$ cat src/rtl/phase_seq_monitor.sv
// phase_seq_monitor: observer for a free-running 3-phase sequencer (0->1->2->0).
// Tracks lock, counts completed rounds (wrapping) and sequence violations
// (saturating), and registers a one-hot decode of the last valid phase sample.
// Optional build macro: PHASE_SEQ_HOLD_ALLOW_EN -- when defined, a repeat of the
// last accepted phase while locked is treated as a hold instead of a violation.
module phase_seq_monitor #(
  parameter int unsigned ROUND_W = 8,
  parameter int unsigned ERR_W   = 4
) (
  input  logic               clk,
  input  logic               reset_n,
  input  logic               in_valid,
  input  logic [1:0]         phase_in,
  input  logic               clr_err,
  output logic [2:0]         phase_oh,
  output logic               locked,
  output logic               round_done,
  output logic [ROUND_W-1:0] round_cnt,
  output logic               err,
  output logic [ERR_W-1:0]   err_cnt
);

  typedef enum logic {HUNT, LOCK} state_t;

  state_t       state, state_next;
  logic [1:0]   expected, expected_next;
  logic         violation, round_hit, hold;

  logic [2:0]         oh_next;
  logic               round_done_next;
  logic [ROUND_W-1:0] round_cnt_next;
  logic               err_next;
  logic [ERR_W-1:0]   err_cnt_next;

  // Legal successor of a phase; 3 has none and maps to 0 (never used as expected).
  function automatic logic [1:0] succ(input logic [1:0] p);
    if (p == 2'd0)      return 2'd1;
    else if (p == 2'd1) return 2'd2;
    else if (p == 2'd2) return 2'd0;
    else                return 2'd0;
  endfunction

`ifdef PHASE_SEQ_HOLD_ALLOW_EN
  // Last accepted phase is the predecessor of the expected one.
  function automatic logic [1:0] pred(input logic [1:0] p);
    if (p == 2'd1)      return 2'd0;
    else if (p == 2'd2) return 2'd1;
    else                return 2'd2;
  endfunction

  assign hold = in_valid && (state == LOCK) && (phase_in == pred(expected));
`else
  assign hold = 1'b0;
`endif

  // State register: lock state and expected next phase.
  always_ff @(posedge clk) begin
    if (!reset_n) begin
      state    <= HUNT;
      expected <= '0;
    end else begin
      state    <= state_next;
      expected <= expected_next;
    end
  end

  // Next-state logic plus per-sample event classification.
  always_comb begin
    state_next    = state;
    expected_next = expected;
    violation     = 1'b0;
    round_hit     = 1'b0;
    if (in_valid) begin
      if (state == HUNT) begin
        if (phase_in == 2'd0) begin
          state_next    = LOCK;
          expected_next = 2'd1;
        end else if (phase_in == 2'd3) begin
          violation = 1'b1;
        end
      end else begin
        if (hold) begin
          state_next = LOCK;
        end else if (phase_in == expected) begin
          expected_next = succ(phase_in);
          round_hit     = (phase_in == 2'd0);
        end else if (phase_in == 2'd0) begin
          violation     = 1'b1;
          expected_next = 2'd1;
        end else begin
          violation     = 1'b1;
          state_next    = HUNT;
          expected_next = '0;
        end
      end
    end
  end

  // Output next-values: decode, round counting and error bookkeeping.
  always_comb begin
    oh_next         = phase_oh;
    round_done_next = round_hit;
    round_cnt_next  = round_hit ? round_cnt + 1'b1 : round_cnt;
    err_next        = err;
    err_cnt_next    = err_cnt;
    if (in_valid && !hold) begin
      case (phase_in)
        2'd0:    oh_next = 3'b001;
        2'd1:    oh_next = 3'b010;
        2'd2:    oh_next = 3'b100;
        default: oh_next = 3'b000;
      endcase
    end
    // A violation in the clearing cycle restarts the count at one.
    if (violation) begin
      err_next = 1'b1;
      if (clr_err)             err_cnt_next = {{(ERR_W-1){1'b0}}, 1'b1};
      else if (err_cnt != '1)  err_cnt_next = err_cnt + 1'b1;
    end else if (clr_err) begin
      err_next     = 1'b0;
      err_cnt_next = '0;
    end
  end

  // Output registers.
  always_ff @(posedge clk) begin
    if (!reset_n) begin
      phase_oh   <= '0;
      round_done <= 1'b0;
      round_cnt  <= '0;
      err        <= 1'b0;
      err_cnt    <= '0;
    end else begin
      phase_oh   <= oh_next;
      round_done <= round_done_next;
      round_cnt  <= round_cnt_next;
      err        <= err_next;
      err_cnt    <= err_cnt_next;
    end
  end

  assign locked = (state == LOCK);

endmodule
$ cat config.mk
export PLATFORM = sky130hd
export DESIGN_NAME = phase_seq_monitor
export DESIGN_NICKNAME = d
export VERILOG_FILES = /design/src/rtl/phase_seq_monitor.sv
export SDC_FILE = /design/constraint.sdc
export NUM_CORES = 1
export LEC_CHECK = 0
export ABC_AREA = 1
export CAP_MARGIN = 10
export CORE_AREA = 2 2 54 56
export DETAILED_ROUTE_END_ITERATION = 10
export DIE_AREA = 0 0 56 58
export HOLD_SLACK_MARGIN = 0.03
export SETUP_SLACK_MARGIN = 0.4
export SLEW_MARGIN = 5
export SYNTH_ARGS = -nofsm -noshare
export SYNTH_HDL_FRONTEND = slang
export SYNTH_SLANG_ARGS = --single-unit
$ cat constraint.sdc
create_clock -name clk -period 1.9 [get_ports clk]
set_clock_uncertainty 0.15 [all_clocks]
set_input_delay 0.38 -clock clk [delete_from_list [all_inputs] [get_ports clk]]
set_output_delay 0.38 -clock clk [all_outputs]
set_load 0.05 [all_outputs]
# Yosys cells after proc, flatten, opt, wreduce, memory -nomap -nowiden
# Cells that the tools add are included.
# op_classes
n_mux	24
n_reduce_logical	6
eq_ne	5
addsub	2
# ops
cell	count
$mux 4	4
$mux 1	14
$mux 2	5
$pmux 3 s3	1
$add 8x1->8 const B	1
$reduce_bool 2->1	3
$add 4x1->4 const B	1
$eq 2x2->1 const B	2
$ne 4x4->1 const B	1
$reduce_and 2->1	2
$eq 2x1->1 const B	1
$eq 2x2->1	1
$logic_not 2->1	1
# totals
reg_bits	20
inputBits	6

# Logic depth before layout (Yosys ltp)
# depth
ltp_word	7
depth_mapped	8
depth_no_buf	8

# Worst setup path before layout
# No wires, ideal clock.
# synth_path
kind	register to register
startpoint	register err_cnt[0]
endpoint	register err_cnt[0]
n_path_buf	0
arrival_time_ns	1.493
required_ns	1.679
synth_period_minus_slack_ns	1.714
setup_slack_ns	0.186
setup_time_ns	0.071
path_stages_with_launch	8
cell_sequence	dfxtp_1 ha_1 nand2_1 inv_1 nand2_1 nand3_1 nand3_1 a21oi_1
# synth_between
elab_chain_len	4
# synth_lines
element	line	text
start: declaration	20	output logic [ERR_W-1:0] err_cnt
start signal: assignment	138	err_cnt <= err_cnt_next;
$add 4x1->4	118	else if (err_cnt != '1) err_cnt_next = err_cnt + 1'b1;
$mux 4	118	
$mux 4	117	if (clr_err) err_cnt_next = {{(ERR_W-1){1'b0}}, 1'b1};
$mux 4	115	if (violation) begin
# Several ways; a longest one is shown, not always the timed one. The select of a mux whose other input is x is not followed.
# A chain may end at the register's enable or synchronous reset.

# Worst setup path in the final report
# layout_path
startpoint	register round_cnt[6]
endpoint	output round_cnt[6]
# layout_lines
element	line	text
start: declaration	18	output logic [ROUND_W-1:0] round_cnt,
start signal: assignment	136	round_cnt <= round_cnt_next;
# No word-level cell between the ends.

==> metrics.txt <==
Synth Instances between 100 and 150; Slowest Stage Delay on Critical Path approximately 0.40 ns; total power around 0.76 mW; number of cells on the worst reg-to-reg path 7; Max Slew Vio Count 0; I/O pins 24; first-pass GRT wire length between 4000 and 5000 um; Synth cell types 19; cell taking the most area after synthesis dfxtp_1; clock tree from TritonCTS yes; CP Data Required Time roughly 1.4 ns; VDD IR max 0.400 mV; Port-buffer cells 23; fraction of registers with async set or reset after synthesis 0; layout cells sized above 1 0.324; status complete, no violations; Die ar. 0.00325 mm2; crit-path cells buf_4; Starting Density 0.381; die width roughly 56 um; initial antenna violation count 0; post-synth top area share 0.395; yosys synthesis warning count 0; worst-case clock buffer depth 2; drc violations 0; Worst Hold Launch phase_oh[2]; Fill cells ~270; max_cap viols 0; crit path max fanout 4; row count 19; RSZ-0062 raised after global routing true; Synth Flop Type dfxtp_1; Post-synth top cells 43 x nand2_1, 20 x dfxtp_1, 17 x inv_1; Post-synth EDFFs 0; Syn Nets 152; Comb pwr share 0.145; DP HPWL 1760 um; antenna cells 0; CTS sink count 20; kind of critical path reg -> out; H-tree depth 1; Vias around 1000; Mapped Avg Cell Area 7.04 um2; Placed Cells roughly 200; Hold Path Class reg -> reg; Sw Share 0.274; PwrDens 538 mW/mm2; die height ~58 um; Routed WL per cell roughly 11 um; crit path from round_cnt[6]; Internal ~0.55 mW; Least-Margin Pin Slew 0.258 ns; Clk pin slew, worst setup/hold paths 0.12 ns; Layout area overhead 38.6%; CP Capture Type output port; drt initial violations 30; Leakage between 0.6 and 0.7 nW; top-count cell post-synth nand2_1; Overall Global Routing Usage 0.161; WP depth 1; post-route insts no fill 213; TritonCTS buffer count 3; clk_lat worst skew 0.30 ns; Psw around 0.21 mW; Slew HR 0.828; Worst path slowest cell dfxtp_1; post-synthesis sequential area ratio 0.395; final period utilization 0.763; RePlAce Congestion around 0.8; vias in the first global route around 960; worst path arrival time 0.92 ns; Fin. Hold Viols 0; fmax 690 MHz; clock root cell clkbuf_4; Post-Route WL around 2400 um; final net count 191; Seq pwr share 0.573; endpoints failing setup 0; Buf/Inv on CP 1; Netlist Area Pre-Place slightly above 0.001 mm2; total core area approximately 0.0027 mm2; Critical Path Start Type flip-flop; Antenna Nets Post-Route 0; CTS Hold Bufs 0; via/cell ratio between 4 and 5; Initial DRT Pass Iterations 4; grt ovf 0; WHS Path Cells 2; pin count of the biggest net entering global routing 17; Top Family by Delay on Critical Path flip-flops; Yosys reg bits 20; clock power share 0.282; origin of the critical flop-to-flop path expected[1]; Final min period 1.45 ns; synth top area cells dfxtp_1 40%, nand2_1 16%, a21oi_1 7.9%
## path summary, 6_finish.rpt
check	to	slack (ns)
max reg2reg	round_cnt[4]	0.51
min	phase_oh[2]	0.32
min reg2reg	phase_oh[2]	0.32
max	round_cnt[6]	0.45
## state kept, by name, indices dropped and copies added (netlist names)
signal	cells
round_done	1
round_cnt	8
locked	1
phase_oh	3
err_cnt	4
err	1
expected	2
## final cells by class
type,count,area (um2),area share
flip-flops and latches,20,420,0.299
clock buffers,4,26.3,0.0187
well taps,31,38.8,0.0276
inverters,21,81.3,0.0579
multi-input cells,103,561,0.399
repair buffers,34,278,0.198
## kinds of logic after synthesis
| family | share of synthesized area |
|---|---|
| compound gates | 0.122 |
| simple gates | 0.340 |
| xor+xnor | 0.0346 |
| buf+inv | 0.0839 |
| flops | 0.395 |
| fa+ha+maj | 0.0247 |
## routing by layer
metal / global-route usage / wire [um]
met5: 0 / 0
met4: 0.0782 / 14
met3: 0.0290 / 108
met2: 0.271 / 1170
met1: 0.201 / 1070
## repair_timing
item / CTS / global route
cloned: 1 / 0
pin swaps: 2 / 6
buffers inserted: 2 / 0
endpoints found under the setup margin: 18 / 10
resized for setup: 8 / 8
## per-stage QoR
stage | setup WS [ns] | util | setup TNS, ns | hold WS [ns] | area (um2)
2_1_floorplan | 0.417 | - | 0 | 0.307 | 1020
3_3_place_gp | -0.0445 | 0.498 | -0.200 | 0.305 | 1330
3_5_place_dp | -0.0777 | 0.498 | -0.573 | 0.307 | 1330
4_1_cts | 0.439 | 0.520 | 0 | 0.324 | 1390
5_1_grt | 0.393 | 0.528 | 0 | 0.339 | 1410
6_report | 0.451 | 0.528 | 0 | 0.320 | 1410
## cells in the final DEF (no fill, tap or decap), types with 2 or more instances in the layout
master,netlist,layout
nor2_1,8,8
o21ai_0,4,4
clkbuf_4,0,3
dfxtp_2,0,10
inv_2,3,4
a21oi_2,2,4
xor2_1,2,2
buf_4,0,28
dfxtp_4,0,2
nand2_1,43,42
a21oi_1,16,14
dlygate4sd2_1,0,2
dfxtp_1,20,8
clkdlybuf4s50_1,0,2
xnor2_1,2,2
ha_1,2,2
inv_1,17,16
nand4_1,8,8
nand3_1,11,10
## power groups by stage
stage	clock network [mW]	logic, mW	registers (mW)
floorplan	0	0.0360	0.466
global placement	0	0.105	0.443
detailed placement	0	0.106	0.443
CTS	0.222	0.109	0.434
global route	0.239	0.120	0.434
finish	0.213	0.110	0.433
Power figures use the tool's default switching activity.
